## src/rtl/div_pkg.sv

```systemverilog
// Shared types and defaults for the programmable clock-enable divider.
// Latency: n/a (types and constants only).
// Backpressure: n/a.
package div_pkg;

  typedef enum logic [0:0] {
    IDLE = 1'b0,
    RUN  = 1'b1
  } state_t;

  // Ratios below this collapse the period counter, so requests are clamped up.
  localparam int DIV_MIN      = 2;

  localparam int DFLT_CNT_W   = 8;
  localparam int DFLT_BURST_W = 8;
  localparam int DFLT_DIV     = 16;

endpackage

```

## src/rtl/div_core.sv

```systemverilog
// Period counter with terminal-count compare; shared with the fixed divider.
// Latency: tc is combinational from the registered count (high on the last clock of a period).
// Backpressure: none; en pauses counting, clr forces the count back to zero.
module div_core import div_pkg::*; #(
  parameter int CNT_W = DFLT_CNT_W
) (
  input  logic             clk,
  input  logic             rst,
  input  logic             en,
  input  logic             clr,
  input  logic [CNT_W-1:0] div,
  output logic             tc
);

  logic [CNT_W-1:0] cnt;

  assign tc = en && (cnt == div - CNT_W'(1));

  // Count 0..div-1 while enabled; wrap on terminal count so a new div takes effect cleanly.
  always_ff @(posedge clk) begin
    if (rst || clr) begin
      cnt <= '0;
    end else if (en) begin
      cnt <= tc ? '0 : cnt + CNT_W'(1);
    end
  end

endmodule

```

## src/rtl/div_sched.sv

```systemverilog
// Sequencer for the programmable divider: config handshake, start/stop, burst counting.
// Latency: first flag N clocks after the start edge, then every N clocks; config commits at period boundaries.
// Backpressure: cfg_ready is always high in IDLE and drops in RUN while one config is pending.
module div_sched import div_pkg::*; #(
  parameter int CNT_W   = DFLT_CNT_W,
  parameter int BURST_W = DFLT_BURST_W,
  parameter int DEF_DIV = DFLT_DIV
) (
  input  logic               clk,
  input  logic               rst,
  input  logic               cfg_valid,
  output logic               cfg_ready,
  input  logic [CNT_W-1:0]   cfg_div,
  input  logic [BURST_W-1:0] cfg_burst,
  input  logic               start,
  input  logic               stop,
  output logic               flag,
  output logic               busy,
  output logic               done,
  output logic [CNT_W-1:0]   cur_div
);

  state_t             state, state_d;
  logic [CNT_W-1:0]   div_reg, pend_div, acc_div;
  logic [BURST_W-1:0] burst_reg, pend_burst, pcnt, pcnt_inc;
  logic               pend, acc, go, tc, last, exit_run, run_en, core_clr;

  assign acc      = cfg_valid && cfg_ready;
  assign acc_div  = (cfg_div < CNT_W'(DIV_MIN)) ? CNT_W'(DIV_MIN) : cfg_div;
  assign go       = (state == IDLE) && start && !stop;
  // stop masks the terminal count so an abort never emits a flag.
  assign run_en   = (state == RUN) && !stop;
  assign core_clr = (state == IDLE) || stop;
  assign pcnt_inc = pcnt + BURST_W'(1);
  assign last     = tc && (burst_reg != '0) && (pcnt_inc == burst_reg);
  assign exit_run = (state == RUN) && (stop || last);

  assign busy      = (state == RUN);
  assign cfg_ready = (state == IDLE) || !pend;
  assign cur_div   = div_reg;

  div_core #(.CNT_W(CNT_W)) u_core (
    .clk (clk),
    .rst (rst),
    .en  (run_en),
    .clr (core_clr),
    .div (div_reg),
    .tc  (tc)
  );

  // State register.
  always_ff @(posedge clk) begin
    if (rst) state <= IDLE;
    else     state <= state_d;
  end

  // Next-state: start launches a run, stop or the final burst flag ends it.
  always_comb begin
    state_d = state;
    case (state)
      IDLE:    if (go) state_d = RUN;
      RUN:     if (exit_run) state_d = IDLE;
      default: state_d = IDLE;
    endcase
  end

  // Strobes, ratio/burst registers, pending slot and flag counter.
  always_ff @(posedge clk) begin
    if (rst) begin
      flag       <= 1'b0;
      done       <= 1'b0;
      div_reg    <= CNT_W'(DEF_DIV);
      burst_reg  <= '0;
      pend       <= 1'b0;
      pend_div   <= '0;
      pend_burst <= '0;
      pcnt       <= '0;
    end else begin
      flag <= tc;
      done <= last;
      if (state == IDLE) begin
        if (acc) begin
          div_reg   <= acc_div;
          burst_reg <= cfg_burst;
        end
        if (go) pcnt <= '0;
      end else begin
        // Continuous runs saturate rather than wrap the flag count.
        if (tc && (pcnt != '1)) pcnt <= pcnt_inc;
        if (acc) begin
          // A config accepted on the exit cycle would otherwise be stranded in the pending slot.
          if (exit_run) begin
            div_reg   <= acc_div;
            burst_reg <= cfg_burst;
          end else begin
            pend_div   <= acc_div;
            pend_burst <= cfg_burst;
            pend       <= 1'b1;
          end
        end else if (pend && (tc || stop)) begin
          div_reg   <= pend_div;
          burst_reg <= pend_burst;
          pend      <= 1'b0;
        end
      end
    end
  end

endmodule

```

## config.mk

```make
export PLATFORM = sky130hd
export DESIGN_NAME = div_sched
export DESIGN_NICKNAME = d
export VERILOG_FILES = /design/src/rtl/div_pkg.sv /design/src/rtl/div_core.sv /design/src/rtl/div_sched.sv
export SDC_FILE = /design/constraint.sdc
export NUM_CORES = 1
export LEC_CHECK = 0
export CAP_MARGIN = 20
export CORE_MARGIN = 2
export CORE_UTILIZATION = 45
export CTS_CLUSTER_DIAMETER = 40
export CTS_CLUSTER_SIZE = 12
export DETAILED_ROUTE_END_ITERATION = 8
export GPL_ROUTABILITY_DRIVEN = 1
export MAX_ROUTING_LAYER = met4
export PLACE_DENSITY = 0.69
export SLEW_MARGIN = 20
export SYNTH_ARGS = -nofsm -noshare
export SYNTH_HDL_FRONTEND = slang
export SYNTH_SLANG_ARGS = --single-unit
```

## constraint.sdc

```tcl
create_clock -name clk -period 2.6 [get_ports clk]
set_clock_uncertainty 0.2 [all_clocks]
set_input_delay 0.39 -clock clk [delete_from_list [all_inputs] [get_ports clk]]
set_output_delay 0.39 -clock clk [all_outputs]
set_load 0.03 [all_outputs]
```

# ---- Word level (Yosys, flattened, before mapping)
# Index checks and enable logic that the tools add are counted.
dict set report word_totals {
  regBits 52
  latch_bits 0
  ram_bits 0
  rom_bits 0
  inputBits 21
  output_inout_bits 12
  word_cells 68
  memories 0
}
dict set report op_classes {
  add_sub_neg 3
  mul 0
  div_mod_pow 0
  magnitude_cmp 1
  n_eq_ne 6
  n_shift 0
  n_mux 21
  bitwise 2
  n_reduce_logical 25
}
# op n
set op_table {}
lappend op_table {{2-to-1 mux 8 bit} 15}
lappend op_table {{adder 8 x 1 -> 8 bit (second input constant)} 2}
lappend op_table {{equality test 8 bit} 2}
lappend op_table {{logical AND 1 bit} 10}
lappend op_table {{AND reduction 3 bit} 3}
lappend op_table {{< comparator 8 x 2 -> 1 bit (second input constant)} 1}
lappend op_table {{!= test 8 bit (second input constant)} 1}
lappend op_table {{nonzero test 8 bit} 1}
lappend op_table {{subtractor 8 x 1 -> 8 bit (second input constant)} 1}
lappend op_table {{nonzero test 2 bit} 3}
lappend op_table {{logical OR 1 bit} 5}
lappend op_table {{2-to-1 mux 1 bit} 5}
lappend op_table {{!= test 3 x 2 -> 1 bit (second input constant)} 1}
lappend op_table {{zero test 1 bit} 2}
lappend op_table {{!= test 2 x 1 -> 1 bit (second input constant)} 1}
lappend op_table {{!= test 2 bit (second input constant)} 1}
lappend op_table {{NOT 1 bit} 2}
lappend op_table {{one-hot mux 1 bit (2 select lines)} 1}
lappend op_table {{AND reduction 2 bit} 1}

# ---- Depth between registers and ports, before layout
dict set report depth {
  word_depth 10
  mapped_depth 14
  depth_no_buf 9
}

# ---- Hierarchy
# From an unflattened synthesis, not the netlist that was laid out.
dict set report unflattened {
  hier_cells 336
  hier_area_um2 2982.9
}
# module n_inst cells_each area_per_inst_um2 seq_area_each_um2
set by_module_without_submodules {}
lappend by_module_without_submodules {div_sched 1 262 2343.5 880.8}
lappend by_module_without_submodules {div_core 1 74 639.4 160.2}

# ---- Least setup slack after synthesis
# OpenSTA, ideal clock, no wires.
dict set report synth_timing {
  path_kind {reg-to-reg}
  start {register div_reg[0], in the netlist cur_div[0]}
  end {register div_reg[0], in the netlist cur_div[0]}
  setup_ps 139
  arrival_ps 2646
  required_time_ps 2261
  setup_slack_ps -385
  stages_incl_launch_ff 15
  path_buffers 5
  synth_period_minus_slack_ps 2985
  path_cell_list {dfxtp_1 buf_2 inv_1 ha_1 clkbuf_2 o21ba_1 a221oi_1 a41oi_1 a211o_1 buf_6 a22oi_4 and2_1 buf_6 buf_12 a211oi_2}
}
dict set report synth_between {
  elab_chain_cells 9
  elab_cells_between_ends 12
  cone_classes {add/sub (1); eq/ne (2); reduce/logical (9)}
}
# item line
set synth_lines {}
lappend synth_lines {{from (decl)} div_sched.sv:24} ;# logic [CNT_W-1:0] div_reg, pend_div, acc_div;
lappend synth_lines {{from (signal assigned)} div_sched.sv:72} ;# div_reg <= CNT_W'(DEF_DIV);
lappend synth_lines {{from (signal assigned)} div_sched.sv:83} ;# div_reg <= acc_div;
lappend synth_lines {{from (signal assigned)} div_sched.sv:93} ;# div_reg <= acc_div;
lappend synth_lines {{subtractor 8 x 1 -> 8 bit *} div_core.sv:17} ;# assign tc = en && (cnt == div - CNT_W'(1));
lappend synth_lines {{equality test 8 bit *} div_core.sv:17}
lappend synth_lines {{logical AND 1 bit *} div_core.sv:17}
lappend synth_lines {{logical AND 1 bit (2 in series)} div_sched.sv:35} ;# assign last = tc && (burst_reg != '0) && (pcnt_inc == burst_reg);
lappend synth_lines {{logical OR 1 bit} div_sched.sv:36} ;# assign exit_run = (state == RUN) && (stop || last);
lappend synth_lines {{logical AND 1 bit} div_sched.sv:36}
lappend synth_lines {{!= test 3 x 2 -> 1 bit (no line)} n/a}
lappend synth_lines {{AND reduction 3 bit (no line) *} n/a}
# Every way passes the cells marked *; elsewhere a longest branch is shown, timed or not.
# A chain may end at the register's enable or synchronous reset.

# ---- Worst setup path after layout
dict set report layout_timing {
  start {register div_reg[1], in the netlist cur_div[1]}
  end {register div_reg[4], in the netlist cur_div[4]}
}
# Same word-level chain as after synthesis.

==> results.sh <==
export IMPL_mappedNetlistArea_um2=2820
export IMPL_power_per_cell_area_nw_per_um2=463
export IMPL_num_fill_cells=527
export IMPL_floorplan_die_area_um2=6910
export IMPL_static_leakage_power_nw=1.32
export IMPL_max_slew_worst_pin_slew_ns=0.568
export IMPL_wl_um=6520
export IMPL_grt_pass1_wl_um=10600
export IMPL_postCtsHoldBufs=0
export IMPL_globalRouteOverflowTotal=0
export IMPL_tritoncts="done"
export IMPL_core_area_um2=5990
export IMPL_worst_path_largest_cell_delay_ns=0.39
export IMPL_cp_start_kind="flip-flop"
export IMPL_synth_seq_cells=52
export IMPL_syn_num_nets=337
export IMPL_timing_final_crit_share=0.980
export IMPL_timing_critical_path_cells="inv_2, ha_4, o21ba_4, a221oi_4, a41oi_2, a211o_1, a22oi_4, buf_8, buf_4, a211oi_1, a21oi_2"
export IMPL_synth_most_common_cell="sky130_fd_sc_hd__dfxtp_1"
export IMPL_num_nets_final=380
export IMPL_synth_cells_most_frequent="sky130_fd_sc_hd__dfxtp_1 (52), sky130_fd_sc_hd__nor2_1 (38), sky130_fd_sc_hd__a21oi_1 (31), sky130_fd_sc_hd__mux2i_1 (28), sky130_fd_sc_hd__nand2_1 (15)"
export IMPL_cts_inserted_buffers=5
export IMPL_timing_critical_path_fanout_max=15
export IMPL_crit_slowest_cell="sky130_fd_sc_hd__dfxtp_4"
export IMPL_fin_setup_tns_ns=0
export IMPL_fin_crit_ns=2.55
export IMPL_synth_yosys_seq_area_share=0.370
export IMPL_globalplace_congestion=0.857
export IMPL_placement_io_buffers=32
export IMPL_yosysTopAreaCellShare=0.370
export IMPL_hold_path_class="flip-flop to flip-flop"
export IMPL_cp_data_required_time_ns=2.65
export IMPL_yosys_warnings=0
export IMPL_utilization_of_the_core_after_routing=0.588
export IMPL_syn_area_per_cell_um2=9.00
export IMPL_routed_wire_length_per_instance_um=15.1
export IMPL_total_number_of_placement_rows=28
export IMPL_layout_drive_gt1_share=0.210
export IMPL_worst_path_buf_inv=3
export IMPL_grt_total_usage=0.188
export IMPL_io_pins=33
export IMPL_drt_initial_violations=144
export IMPL_area_growth_pct=25.1
export IMPL_synth_async_sr_flop_share=0
export IMPL_drtPass1Iterations=4
export IMPL_antenna_diode_count=0
export IMPL_drcViolationCount=0
export IMPL_drt_vias_per_instance=5.42
export IMPL_cts_sinks=52
export IMPL_synth_enable_flop_cells=0
export IMPL_timing_slew_headroom=0.622
export IMPL_first_global_vias=2233
export IMPL_max_freq_mhz=393
export IMPL_drv_cap=0
export IMPL_timing_critical_path_arrival_ns=2.60
export IMPL_clk_insertion_delay_late_ns=0.31
export IMPL_clock_path_buffers=2
export IMPL_finalHoldViolations=0
export IMPL_cts_htree_levels=2
export IMPL_critical_path_endpoint_type="flip-flop"
export IMPL_synth_top_cells_by_area="sky130_fd_sc_hd__dfxtp_1 (37%), sky130_fd_sc_hd__mux2i_1 (10%), sky130_fd_sc_hd__a21oi_1 (5.5%), sky130_fd_sc_hd__nor2_1 (5.1%), sky130_fd_sc_hd__xor2_1 (4.4%)"
export IMPL_synth_flop_cell="sky130_fd_sc_hd__dfxtp_1"
export IMPL_grt_start_max_net_pins=27
export IMPL_peak_supply_drop_mv=0.325
export IMPL_outcome="finished, final reports clean"
export IMPL_detailroute_via_count=2343
export IMPL_hold_ws_ns=0.259
export IMPL_dpl_hpwl_um=4310
export IMPL_cts_clk_slew_worst_paths_ns=0.10
export IMPL_cp_top_family="compound AO/OA/AOI/OAI gates"
export IMPL_post_synth_top_area_cell="sky130_fd_sc_hd__dfxtp_1"
export IMPL_syn_inst=313
export IMPL_ant_nets=0
export IMPL_fp_dieW_um=83.1
export IMPL_setup_viol=0
export IMPL_number_of_antenna_violations_at_the_first_check_in_global_routing=0
export IMPL_synth_cell_types=49
export IMPL_slew_viol_final=0
export IMPL_clockRootBuffer="sky130_fd_sc_hd__clkbuf_8"
export IMPL_worst_setup_path_type="flip-flop to flip-flop"
export IMPL_floorplan_die_height_um=83.1
export IMPL_initial_utilization=0.470
==> layout by cell type (no fill, tap or decap), drive strengths merged, types with 2 or more instances in the layout <==
| master | count |
|---|---|
| nand2 | 15 |
| nor4 | 5 |
| clkinv | 2 |
| mux2i | 28 |
| inv | 8 |
| nor2 | 38 |
| and4 | 2 |
| a31oi | 2 |
| and3 | 5 |
| nand2b | 2 |
| xnor2 | 10 |
| a211o | 2 |
| a21o | 2 |
| xor2 | 14 |
| buf | 23 |
| clkdlybuf4s50 | 31 |
| o21ai | 9 |
| or3 | 3 |
| clkbuf | 6 |
| and2 | 4 |
| a21oi | 32 |
| nand4 | 3 |
| a21bo | 2 |
| nor3 | 6 |
| nand3b | 2 |
| dfxtp | 52 |
| o211ai | 2 |
| a41oi | 2 |
| nand3 | 10 |
| a211oi | 20 |
| ha | 3 |
==> metrics by stage <==
| step | cells | total power (W) | setup slack [ns] | cell area (um2) |
|---|---|---|---|---|
| after floorplan | 313 | 0.00104 | -0.186 | 2860 |
| after global placement | 415 | 0.00112 | 0.0129 | 3240 |
| after detailed placement | 415 | 0.00113 | -0.0202 | 3240 |
| after CTS | 426 | 0.00162 | -0.00384 | 3410 |
| after global routing | 432 | 0.00169 | -0.0482 | 3520 |
| final | 432 | 0.00163 | 0.0527 | 3520 |
==> power breakdown <==
part	switching (W)	internal (W)	leakage [nW]
Combinational	0.000148	0.000138	0.850
Sequential	0.0000328	0.000820	0.426
Clock	0.000295	0.000197	0.0487
Total	0.000476	0.00116	1.32
==> worst reg2reg max path: stages, from the launching register on <==
cell and delay, ns:
sky130_fd_sc_hd__dfxtp_4 0.39, sky130_fd_sc_hd__inv_2 0.06, sky130_fd_sc_hd__ha_4 0.19, sky130_fd_sc_hd__o21ba_4 0.21
sky130_fd_sc_hd__a221oi_4 0.29, sky130_fd_sc_hd__a41oi_2 0.10, sky130_fd_sc_hd__a211o_1 0.33, sky130_fd_sc_hd__a22oi_4 0.22
sky130_fd_sc_hd__buf_8 0.18, sky130_fd_sc_hd__buf_4 0.12, sky130_fd_sc_hd__a211oi_1 0.07, sky130_fd_sc_hd__a21oi_2 0.13
==> repair_timing <==
| item | 4_1_cts | 5_1_grt |
|---|---|---|
| pin swaps | 3 | 15 |
| gates cloned | 2 | 1 |
| setup buffers | 1 | 5 |
| setup endpoints to repair | 13 | 37 |
| resized for setup | 5 | 22 |
==> per-layer routing <==
metal | global-route usage | share of wire | up-vias | wire length [um]
met3 | 0.0219 | 0.033 | 8 | 217
met5 | - | 0 | - | 0
li1 | - | - | 1204 | -
met1 | 0.260 | 0.48 | 1087 | 3100
met2 | 0.291 | 0.48 | 44 | 3120
met4 | 0.0507 | 0.012 | 0 | 80
==> final timing paths <==
kind	start	endpoint	slack [ns]	cells after the start
min	pend_div[0]	pend_div[0]	0.26	2
max	cur_div[1]	cur_div[4]	0.05	11
max reg2reg	cur_div[1]	cur_div[4]	0.05	11
min reg2reg	pend_div[0]	pend_div[0]	0.26	2
==> kinds of logic (layout without fill, tap and decap cells) <==
family                     count (synthesis)  in the layout  synth area share
xor gates and xnor gates                  24             24            0.0746
muxes                                     29             29             0.104
buffers and inverters                     28             71            0.0613
AOI/OAI and AO/OA                         81             81             0.208
adders and majority gates                  3              3            0.0133
and+or+nand+nor                           96             97             0.169
DFF                                       52             52             0.370
==> layout make-up <==
class | instances | area (um2) | area share
clock buffer | 5 | 68.8 | 0.0195
inverter | 7 | 26.3 | 0.00746
clock inverter | 3 | 26.3 | 0.00746
multi-input combinational | 234 | 1710 | 0.486
tap | 75 | 93.8 | 0.0266
sequential | 52 | 1050 | 0.299
timing repair buffer | 56 | 541 | 0.153
No activity file was read; power rests on OpenSTA's default activity.
